[src/rtl/c3aibadapt_tx_csr.sv]
// c3aibadapt_tx_csr: AVMM slave register bank for the TX channel.
// Holds twelve configuration bytes driven as a flat bus, registered TX status,
// a sticky write-1-to-clear event register and a control byte with a write-lock.
module c3aibadapt_tx_csr #(
    parameter logic [95:0] CFG_RESET = 96'h0
) (
    input  logic        avmm_clk,
    input  logic        avmm_rst_n,
    input  logic [3:0]  avmm_address,
    input  logic        avmm_write,
    input  logic        avmm_read,
    input  logic [7:0]  avmm_writedata,
    output logic [7:0]  avmm_readdata,
    output logic        avmm_readdatavalid,
    output logic        avmm_waitrequest,
    input  logic [15:0] tx_status_in,
    input  logic [7:0]  tx_event_in,
    output logic [95:0] csr_tx_cfg,
    output logic        csr_cfg_update
);

    typedef enum logic [1:0] {
        ST_IDLE      = 2'd0,
        ST_RD_SAMPLE = 2'd1,
        ST_RD_ACK    = 2'd2
    } state_t;

    state_t      r_state;
    state_t      w_state_next;
    logic [7:0]  r_cfg [12];
    logic [7:0]  r_ctrl;
    logic [7:0]  r_event;
    logic [15:0] r_status;
    logic [7:0]  r_readdata;
    logic [3:0]  r_rd_addr;
    logic        r_cfg_update;

    logic        w_wr_acc;
    logic        w_rd_acc;
    logic        w_cfg_wr;
    logic        w_wait;
    logic [7:0]  w_rd_mux;
    logic [7:0]  w_event_clr;

    // A write is only taken in IDLE; it beats a simultaneous read.
    assign w_wr_acc    = (r_state == ST_IDLE) && avmm_write;
    assign w_rd_acc    = (r_state == ST_IDLE) && avmm_read && !avmm_write;
    assign w_cfg_wr    = w_wr_acc && (avmm_address < 4'd12) && !r_ctrl[0];
    assign w_event_clr = (w_wr_acc && avmm_address == 4'hE) ? avmm_writedata : 8'h00;

    // Handshake state register.
    always_ff @(posedge avmm_clk or negedge avmm_rst_n) begin
        if (!avmm_rst_n) r_state <= ST_IDLE;
        else             r_state <= w_state_next;
    end

    // Next-state and stall decode: reads take three cycles, writes complete at once.
    always_comb begin
        w_state_next = r_state;
        w_wait       = 1'b0;
        case (r_state)
            ST_IDLE: begin
                if (w_rd_acc) begin
                    w_wait       = 1'b1;
                    w_state_next = ST_RD_SAMPLE;
                end
            end
            ST_RD_SAMPLE: begin
                w_wait       = 1'b1;
                w_state_next = ST_RD_ACK;
            end
            ST_RD_ACK: w_state_next = ST_IDLE;
            default:   w_state_next = ST_IDLE;
        endcase
    end

    // One register per configuration byte, each resetting to its slice of CFG_RESET.
    generate
        for (genvar gi = 0; gi < 12; gi++) begin : g_cfg
            always_ff @(posedge avmm_clk or negedge avmm_rst_n) begin
                if (!avmm_rst_n)
                    r_cfg[gi] <= CFG_RESET[8*gi +: 8];
                else if (w_cfg_wr && avmm_address == 4'(gi))
                    r_cfg[gi] <= avmm_writedata;
            end
            assign csr_tx_cfg[8*gi +: 8] = r_cfg[gi];
        end
    endgenerate

    // Control byte, status capture, sticky events (a new event beats a clear) and update strobe.
    always_ff @(posedge avmm_clk or negedge avmm_rst_n) begin
        if (!avmm_rst_n) begin
            r_ctrl       <= 8'h00;
            r_status     <= 16'h0000;
            r_event      <= 8'h00;
            r_cfg_update <= 1'b0;
        end else begin
            if (w_wr_acc && avmm_address == 4'hF) r_ctrl <= avmm_writedata;
            r_status     <= tx_status_in;
            r_event      <= (r_event & ~w_event_clr) | tx_event_in;
            r_cfg_update <= w_cfg_wr;
        end
    end

    // Read-data mux over the address held since the read was accepted.
    always_comb begin
        w_rd_mux = 8'h00;
        case (r_rd_addr)
            4'hC:    w_rd_mux = r_status[7:0];
            4'hD:    w_rd_mux = r_status[15:8];
            4'hE:    w_rd_mux = r_event;
            4'hF:    w_rd_mux = r_ctrl;
            default: w_rd_mux = r_cfg[r_rd_addr];
        endcase
    end

    // Latch the read address on accept and capture read data during RD_SAMPLE.
    always_ff @(posedge avmm_clk or negedge avmm_rst_n) begin
        if (!avmm_rst_n) begin
            r_rd_addr  <= 4'h0;
            r_readdata <= 8'h00;
        end else begin
            if (w_rd_acc)                  r_rd_addr  <= avmm_address;
            if (r_state == ST_RD_SAMPLE)   r_readdata <= w_rd_mux;
        end
    end

    assign avmm_readdata      = r_readdata;
    assign avmm_readdatavalid = (r_state == ST_RD_ACK);
    assign avmm_waitrequest   = w_wait;
    assign csr_cfg_update     = r_cfg_update;

endmodule

[config.mk]
export PLATFORM = sky130hd
export DESIGN_NAME = c3aibadapt_tx_csr
export DESIGN_NICKNAME = d
export VERILOG_FILES = /design/src/rtl/c3aibadapt_tx_csr.sv
export SDC_FILE = /design/constraint.sdc
export NUM_CORES = 1
export LEC_CHECK = 0
export CORE_MARGIN = 3
export CORE_UTILIZATION = 54
export DETAILED_ROUTE_END_ITERATION = 16
export HOLD_SLACK_MARGIN = 0.06
export PLACE_DENSITY = 0.95
export REMOVE_ABC_BUFFERS = 1
export SYNTH_ARGS = -nofsm -noshare
export SYNTH_HDL_FRONTEND = slang
export SYNTH_SLANG_ARGS = --single-unit
[constraint.sdc]
create_clock -name avmm_clk -period 3.95 [get_ports avmm_clk]
set_clock_uncertainty 0.1 [all_clocks]
set_input_delay 0.79 -clock avmm_clk [delete_from_list [all_inputs] [get_ports avmm_clk]]
set_output_delay 0.79 -clock avmm_clk [all_outputs]
set_load 0.1 [all_outputs]
==> flow_metrics.py, run 1 <==
metrics = {
    "worst_setup_path": {
        "cp_num_buf_inv": 1,
        "critical_path.max_fanout": 8,
        "crit_path_start_kind": "input pin",
        "cp.arrival_ns": 3.14,
        "cp_slowest_stage_delay_ns": 0.74,
        "end_kind": "flop",
        "cp_slowest_cell": "or4b_1",
        "crit_required_ns": 4.15,
        "crit_family": "simple AND/OR/NAND/NOR gates",
        "critical_path.cell_chain": "clkdlybuf4s50_1 -> or4b_1 -> nor4b_4 -> mux2_2",
        "criticalPathCategory": "input pin to flop",
    },
    "finish": {
        "antenna_cells": 0,
        "regArea_sq_um": 3580,
        "area.growth.synth_to_final_pct": 33.8,
        "multiInputGateArea_sq_um": 2600,
        "drive_gt1_share_pct": 34.5,
        "fillCellCount": 685,
        "final_net_count": 595,
    },
    "sta": {
        "slew_headroom_pct": 31.0,
        "drv_slew": 0,
        "worst_pin_slew_ns": 1.03,
        "max_clock_freq_ghz": 0.339,
        "post-route-min-period_ns": 2.95,
        "setup_viol": 0,
        "finalCritPeriodShare_pct": 74.6,
        "hold_viol": 0,
        "rsz0062_at_grt": "no",
        "finalSetupTns_ns": 0,
        "whs_ns": 0.375,
    },
    "floorplan": {
        "core_sq_um": 11100,
        "dieArea_sq_um": 13000,
        "num_rows": 38,
        "die_w_um": 114,
        "die_h_um": 114,
        "io-pin-count": 147,
        "initial_core_util_pct": 56.6,
    },
    "placement": {
        "numPortBuffers": 146,
        "gp_congestion": 0.895,
        "dp_hpwl_mm": 11.9,
    },
    "drt": {
        "finalWirelength_mm": 17.3,
        "wl_per_cell_um": 24.6,
        "first_pass_iters": 4,
        "postRouteAntennaNets": 0,
        "via_per_inst": 6.19,
        "drc": 0,
        "vias": 4369,
        "drt_iter0_markers": 319,
    },
    "clocking": {
        "clockBufferDepth": 2,
        "clock_sinks": 143,
        "numCtsBuffers": 17,
        "post_cts_buffers": 0,
        "cts_tree": "yes",
        "ctsResizeCount": 0,
        "clock_latency_ns": 0.42,
        "cts_hold_buf": 0,
        "clockRootBuffer": "clkbuf_16",
        "clk_pin_slew_ns": 0.06,
        "htreeDepth": 4,
    },
    "run_status": {
        "status": "completed",
    },
    "yosys": {
        "synth_area_sq_um": 6300,
        "synth_ff_type": "dfrtp_1",
        "synthDistinctLibCells": 31,
        "synth-seq-cells": 143,
        "syn_avg_cell_area_sq_um": 15.4,
        "syn_inst": 408,
        "ys_async_sr_fraction_pct": 100,
        "synth_edf_count": 0,
        "yosysWarningCount": 0,
        "synth_seq_area_share_pct": 56.8,
    },
    "power": {
        "max-vdd-ir-drop_uv": 766,
        "totalPowerFinal_mw": 7.22,
        "p_per_area_nw_per_um2": 858,
        "leakage_nw": 3.50,
    },
    "grt": {
        "antenna_found_initial": 0,
        "grt.total_usage_pct": 28.5,
        "grt_pass1_wl_mm": 27.5,
        "grt_max_degree": 109,
        "grt_pass1_vias": 4789,
        "grt_overflow_total": 0,
    },
    "worst_hold_path": {
        "min_path_type": "flop to flop",
    },
    "job": {
        "max_cap_violations": 0,
    },
}
-- report_power, final --
group	total [mW]	switching [mW]	leakage (nW)	internal, mW
clock	1.47	0.571	0.268	0.902
sequential	2.14	0.342	1.74	1.79
combinational	3.62	2.64	1.49	0.971
-- cell families (layout without fill, tap and decap cells) --
family                 count (synthesis)  count (layout)  share of synthesized area (%)
AO/OA/AOI/OAI                         34              34                           3.97
multiplexers                         148             148                           30.8
buffers and inverters                 29             187                           1.89
AND/OR/NAND/NOR                       54              54                           6.54
flip-flops                           143             143                           56.8
-- sequential cells by signal (all words and copies together), names as in the netlist --
name and count:
csr_cfg_update 1, r_ctrl 8, r_event 8, r_state 2, csr_tx_cfg 96, r_rd_addr 4, r_status 16, avmm_readdata 8
-- area by class of cell --
class,instances,area share [%]
Sequential cell,143,42.5
Multi-Input combinational cell,236,30.9
Timing Repair Buffer,154,18.0
Clock buffer,23,5.67
Tap cell,140,2.08
Clock inverter,7,0.743
Inverter,3,0.134
-- path summary, 6_finish.rpt --
path	start	end	slack [ns]	cells after the start
setup / recovery	avmm_write	csr_tx_cfg[18]	1.00	4
hold / removal	r_event[5]	r_event[5]	0.38	1
setup reg to reg	r_state[1]	csr_tx_cfg[18]	1.33	3
hold reg to reg	r_event[5]	r_event[5]	0.38	1
max in group asynchronous	avmm_rst_n	csr_tx_cfg[35]	2.50	2
min in group asynchronous	avmm_rst_n	csr_tx_cfg[71]	0.40	1
-- routing by layer --
metal,part of all wire (%),vias to the layer above,GRT usage (%)
met3,7.5,36,8.01
met4,2.3,0,10.8
met5,0,-,0
li1,-,1837,-
met1,39,2290,36.4
met2,51,206,46.5
-- stage by stage --
step | setup slack (ns) | instance area, sq um | std cells | util [%]
finish | 1.00 | 8420 | 706 | 75.7
global route | 0.952 | 8420 | 706 | 75.7
CTS | 1.00 | 8420 | 706 | 75.7
detailed placement | 0.591 | 7880 | 676 | 70.9
global placement | 0.613 | 7880 | 676 | 70.9
floorplan | 0.930 | 6190 | 382 | -
-- cells in the final DEF (no fill, tap or decap), types with 2 or more instances in the layout --
cell,netlist,routed
nor2_1,11,11
a22oi_1,8,8
clkdlybuf4s50_1,0,143
inv_1,2,2
nor4b_4,3,3
clkbuf_8,0,3
nand3_1,3,3
nand4_1,9,9
nor4_4,2,2
a21o_1,8,8
buf_4,0,10
dfrtp_1,143,142
a31oi_1,8,8
mux2_2,124,124
mux4_2,24,24
clkbuf_1,17,3
clkbuf_16,0,17
nand4b_1,3,3
clkinv_2,0,5
a21oi_1,2,2
nand2_1,9,9
a221oi_1,8,8
nor2b_1,5,5
-- cell usage after synthesis, drive strengths merged (2+ instances only) --
cell,number,area [sq um]
dfrtp,143,3580
mux2,124,1400
mux4,24,541
clkbuf,17,63.8
nor2,11,41.3
buf,9,43.8
nand2,9,33.8
nand4,9,56.3
a21o,8,60.1
a221oi,8,70.1
a22oi,8,60.1
a31oi,8,50.1
nor2b,5,31.3
nor4b,5,95.1
nand3,3,15.0
nand4b,3,26.3
a21oi,2,10.0
inv,2,7.51
nor3b,2,26.3
nor4,2,42.5
No activity file was read; power rests on OpenSTA's default activity.
==> run 2: changes to the inputs <==
--- a/config.mk
+++ b/config.mk
@@ -6,10 +6,10 @@
 export NUM_CORES = 1
 export LEC_CHECK = 0
 export CORE_MARGIN = 3
-export CORE_UTILIZATION = 54
+export CORE_UTILIZATION = 45
 export DETAILED_ROUTE_END_ITERATION = 16
 export HOLD_SLACK_MARGIN = 0.06
-export PLACE_DENSITY = 0.95
+export PLACE_DENSITY = 0.86
 export REMOVE_ABC_BUFFERS = 1
 export SYNTH_ARGS = -nofsm -noshare
 export SYNTH_HDL_FRONTEND = slang
==> constraint.sdc (replaced) <==
create_clock -name avmm_clk -period 2.39 [get_ports avmm_clk]
set_clock_uncertainty 0.1 [all_clocks]
set_input_delay 0.478 -clock avmm_clk [delete_from_list [all_inputs] [get_ports avmm_clk]]
set_output_delay 0.478 -clock avmm_clk [all_outputs]
set_load 0.1 [all_outputs]
==> run 2 against run 1 <==
Compared with the run above: power grew 64%; register-to-register slack lost 1.1 ns; via count grew 1.1%; cell count grew 9.8%; die area grew 19%; clock power grew 66%; hold slack lost 0.0012 ns; critical endpoint is now avmm_waitrequest.
==> flow_metrics.py, run 2 (synthesis gave the netlist of run 1 again) <==
metrics = {
    "clocking": {
        "clock_sinks": 143,
        "numCtsBuffers": 17,
        "clockBufferDepth": 2,
        "clockRootBuffer": "clkbuf_16",
        "cts_tree": "yes",
        "clock_latency_ns": 0.41,
        "clk_pin_slew_ns": 0.05,
        "htreeDepth": 4,
        "post_cts_buffers": 0,
    },
    "floorplan": {
        "die_w_um": 124,
        "core_sq_um": 13500,
        "io-pin-count": 147,
        "num_rows": 42,
        "initial_core_util_pct": 46.8,
        "dieArea_sq_um": 15400,
        "die_h_um": 124,
    },
    "sta": {
        "rsz0062_at_grt": "no",
        "max_clock_freq_ghz": 0.429,
        "whs_ns": 0.374,
        "worst_pin_slew_ns": 0.704,
        "drv_slew": 0,
        "fin_ws_ns": 0.0577,
        "setup_viol": 0,
        "post-route-min-period_ns": 2.33,
        "hold_viol": 0,
        "finalCritPeriodShare_pct": 97.6,
        "finalSetupTns_ns": 0,
        "slew_headroom_pct": 52.9,
    },
    "drt": {
        "drc": 0,
        "vias": 4415,
        "first_pass_iters": 7,
        "wl_per_cell_um": 23.2,
        "postRouteAntennaNets": 0,
        "finalWirelength_mm": 18.0,
        "drt_iter0_markers": 351,
        "via_per_inst": 5.70,
    },
    "worst_setup_path": {
        "cp_slowest_cell": "clkdlybuf4s50_1",
        "critical_path.cell_chain": "clkdlybuf4s50_1 -> buf_4 -> inv_1 -> a21oi_1 -> nor2_1 -> buf_12",
        "end_kind": "output port",
        "crit_required_ns": 1.81,
        "cp_num_buf_inv": 4,
        "crit_path_start_kind": "input pin",
        "startpoint": "avmm_write",
        "cp.arrival_ns": 1.75,
        "rr_startpoint": "r_state[1]",
        "cp_slowest_stage_delay_ns": 0.46,
        "criticalPathCategory": "input pin to output port",
        "crit_family": "buffers and inverters",
        "critical_path.max_fanout": 12,
    },
    "worst_hold_path": {
        "hp-start": "r_event[4]",
        "min_path_type": "flop to flop",
    },
    "placement": {
        "numPortBuffers": 146,
        "dp.cells": 743,
        "dpl_cell_area_sq_um": 7950,
        "gp_congestion": 0.927,
        "pre_cts_slack_ns": -0.314,
        "dp_hpwl_mm": 12.8,
    },
    "grt": {
        "antenna_found_initial": 0,
        "grt_max_degree": 55,
        "grt_pass1_wl_mm": 28.1,
        "grt_pass1_vias": 4773,
        "grt.total_usage_pct": 23.9,
        "grt_overflow_total": 0,
    },
    "finish": {
        "antenna_cells": 0,
        "drive_gt1_share_pct": 55.1,
        "final_area_sq_um": 8510,
        "largest_reg_flops": 96,
        "final_net_count": 627,
        "final_cell_mix": "142 x dfrtp_1, 142 x buf_4, 124 x mux2_2",
        "area.growth.synth_to_final_pct": 35.1,
        "fin_util_pct": 63.2,
        "fin_cells": 775,
    },
    "power": {
        "leakage_nw": 3.80,
        "max-vdd-ir-drop_uv": 989,
        "totalPowerFinal_mw": 11.9,
        "p_per_area_nw_per_um2": 1390,
    },
    "run_status": {
        "status": "completed",
    },
    "job": {
        "max_cap_violations": 0,
    },
}
-- run 2: layout make-up --
type	instances	area (sq um)
inverter	3	11.3
sequential	143	3580
timing repair buffer	186	1550
tap	176	220
clock buffer	26	489
multi-input combinational	236	2600
clock inverter	5	56.3
fill	1019	4940
-- run 2: what timing repair did --
action	4_1_cts	5_1_grt
resized for setup	0	1
endpoints found under the hold margin	45	0
hold buffers	1	0
endpoints found under the setup margin	0	1
-- run 2: worst paths after layout --
check,to,cells past startpoint,slack (ns)
max,avmm_waitrequest,6,0.06
min,r_event[4],1,0.37
max reg2reg,csr_tx_cfg[18],5,0.23
min reg2reg,r_event[4],1,0.37
max in group asynchronous,csr_tx_cfg[48],3,1.00
min in group asynchronous,r_status[2],2,0.48
-- run 2: per-layer routing --
layer	wire (um)	global-route usage (%)	part of all wire, %	vias to the layer above
met5	0	0	0	-
met4	264	5.42	1.5	0
met3	1110	6.95	6.2	19
met2	9420	40.8	52	159
met1	7180	30.4	40	2337
li1	-	-	-	1900
-- run 2: power by group --
part / switching, mW / internal [mW]
logic: 4.45 / 1.49
registers: 0.508 / 2.97
clock network: 0.937 / 1.51
total: 5.89 / 5.97
==> patch, RTL diff (settings of run 2) <==
Encoding of `state_t`: now one-hot (3 bits for 3 states).
--- a/src/rtl/c3aibadapt_tx_csr.sv
+++ b/src/rtl/c3aibadapt_tx_csr.sv
@@ -19,10 +19,10 @@
     output logic        csr_cfg_update
 );
 
-    typedef enum logic [1:0] {
-        ST_IDLE      = 2'd0,
-        ST_RD_SAMPLE = 2'd1,
-        ST_RD_ACK    = 2'd2
+    typedef enum logic [2:0] {
+        ST_IDLE      = 3'b001,
+        ST_RD_SAMPLE = 3'b010,
+        ST_RD_ACK    = 3'b100
     } state_t;
 
     state_t      r_state;
Formal check against the unedited RTL: no difference found for any inputs over 4 cycles, from zero or initial values and one cycle with avmm_rst_n low; so few cycles prove little.
==> patch against run 2 <==
The run now ends with negative setup slack left. Fmax is 5.1% lower. Sequential power is 3% higher. Power is 4.2% higher. Setup slack worse by 0.13 ns. Final area is 0.47% higher. Worst hold slack better by 0.0026 ns. Wire length is 3.1% lower. Register-to-register slack worse by 0.02 ns. Synthesized area is 0.52% lower. Global-route usage is 0.17 points lower. Sequential cell count is 1 higher. Via count hardly changed. Largest power group unchanged. Highest routed layer unchanged.
==> patch: results (changes against run 2) <==
* Max reg flops at 96 (unchanged)
* Worst VDD drop at 1.079 mV (+9.1%)
* Iter 0 DRT Violations at 339 (-3.4%)
* Routed WL per cell at 22.29 µm (-3.9%)
* Synth warn at 0 (unchanged)
* Run status: finished, violations left
* Synth cell types at 34 (+9.7%)
* TNS Setup at -0.06866 ns (-0.06866 ns)
* DR pass1 iterations at 5 (-2)
* Vias in the first global route at 4637 (-2.8%)
* Fraction of layout cells with a size suffix above 1 at 52.64% (-2.5 points)
* Sequential area share after synthesis at 57.55% (+0.71 points)
* CTS clk-pin slew, worst paths at ~0.06 ns
* Num CTS Buffers at 17 (unchanged)
* Largest family of logic cells by synthesized area: multiplexers
* DP HPWL at 12.45 mm (-2.5%)
* Synth Area in XOR/XNOR at 0% (unchanged)
* Critical path arrival at 1.88 ns (+0.13 ns)
* Slowest cell on the critical path: or4b_4
* Clock buffer depth at 2 (unchanged)
* Failing checks: negative setup slack
* Via/cell ratio at 5.641 (-0.98%)
* Skew-Pair Late Insertion Delay at 0.41 ns (about the same)
* Worst Tran Pin Value at 0.7950 ns (+0.09121 ns)
* Cell internal pwr at 6.192 mW (+3.7%)
* Dpl ws at -0.2679 ns (+0.04581 ns)
* Ys async rst share at 100.0% (unchanged)
* Gpl congestion at 0.8068 (-13%)
* Leak Pwr at 3.869 nW (+1.7%)
* Type of the worst min-delay path: reg2reg
* Ant diodes at 0 (unchanged)
* Largest net degree at the start of global routing at 62 (+13%)
* Adder-cell area share of the yosys netlist at 0% (unchanged)
* Final setup vio count at 1 (+1)
* CP max stage delay at 0.57 ns (+0.11 ns)
* H-Tree Level Count at 4 (unchanged)
* First-pass GRT wire length at 26.63 mm (-5.3%)
* Maximum fanout along the worst path at 2 (-10)
* GRT Util Overall at 23.75% (-0.17 points)
* IO Port Bufs at 146 (unchanged)
* Setup ws final at -0.06866 ns (-0.1264 ns)
* Root Buffer: clkbuf_16
* Top cells by count, synth: dfrtp_1 (143), mux2_2 (108), mux4_2 (24), mux2i_1 (16), nand2_1 (16)
* Synth Area in Compound Gates at 4.435% (+0.46 points)
* Nets at 633 (+0.96%)
* Mux cell area share after synthesis at 30.60% (-0.16 points)
* Largest cells by area after synthesis: dfrtp_1 (57%), mux2_2 (19%), mux4_2 (8.6%)
patch: cell count changes in the layout (fill, tap and decap cells not counted), sizes merged, moves of 6 or more:
cell    delta
a31oi      -8
a221oi     -8
nand2      +7
a211oi     +9
o22ai      +8
a21oi      +6
nand4      -9
mux2i     +16
mux2      -16
patch: worst paths after layout:
| kind | start | end | cells past startpoint | slack [ns] |
|---|---|---|---|---|
| worst min-delay path | r_event[3] | r_event[3] | 1 | 0.38 |
| worst max-delay path | r_state[0] | avmm_waitrequest | 4 | -0.07 |
| worst min register to register | r_event[3] | r_event[3] | 1 | 0.38 |
| worst max register to register | r_state[0] | csr_tx_cfg[10] | 6 | 0.21 |
| min in group asynchronous | avmm_rst_n | csr_tx_cfg[51] | 2 | 0.43 |
| max in group asynchronous | avmm_rst_n | csr_tx_cfg[26] | 3 | 1.10 |
patch: power groups by stage:
stage,Sequential (mW),Combinational (mW),Clock [mW]
5_1_grt,3.64,6.40,2.75
4_1_cts,3.56,6.22,2.63
3_5_place_dp,3.60,6.20,0
3_3_place_gp,3.55,6.13,0
6_report,3.57,6.20,2.59
2_1_floorplan,7.17,1.04,0
patch: metrics by stage:
step | total power, mW | std cells | util [%] | cell area, µm² | hold slack [ns]
CTS | 12.41 | 780 | 63.43 | 8533 | 0.3754
detailed placement | 9.796 | 745 | 58.82 | 7913 | 0.3109
global placement | 9.678 | 745 | 58.82 | 7913 | 0.3004
finish | 12.36 | 782 | 63.54 | 8548 | 0.3764
global route | 12.78 | 782 | 63.54 | 8548 | 0.3832
floorplan | 8.218 | 390 | - | 6148 | 0.08241
patch: worst max-delay path, delay by kind of cell, from the launching register on:
family                 cells  cell delay, ns
DFF                        1            0.53
and+or+nand+nor            3            0.75
buffers and inverters      1            0.18
patch: layout make-up:
| class | count | area [µm²] |
|---|---|---|
| clock buffer | 23 | 478.0 |
| clock inverter | 9 | 107.6 |
| fill | 1070 | 4905 |
| inverter | 3 | 11.26 |
| multi-input combinational | 243 | 2544 |
| sequential | 144 | 3606 |
| tap | 176 | 220.2 |
| timing repair buffer | 184 | 1582 |
patch: what timing repair did:
item                                   4_1_cts  5_1_grt
resized for setup                            4        0
hold buffers                                 1        0
pin swaps                                    0        1
buffers inserted                             2        2
endpoints found under the hold margin       35        0
setup endpoints to repair                    1        1
patch: layer usage:
layer	GRT usage [%]	wire length (µm)
met1	32.87	7573
met4	8.008	331
met5	0	0
met3	5.359	1147
met2	37.41	8374
patch: cells by family after synthesis:
kind of cell,Yosys count
buffers and inverters,30
AO/OA/AOI/OAI,41
AND/OR/NAND/NOR,54
flip-flops,144
multiplexers,148
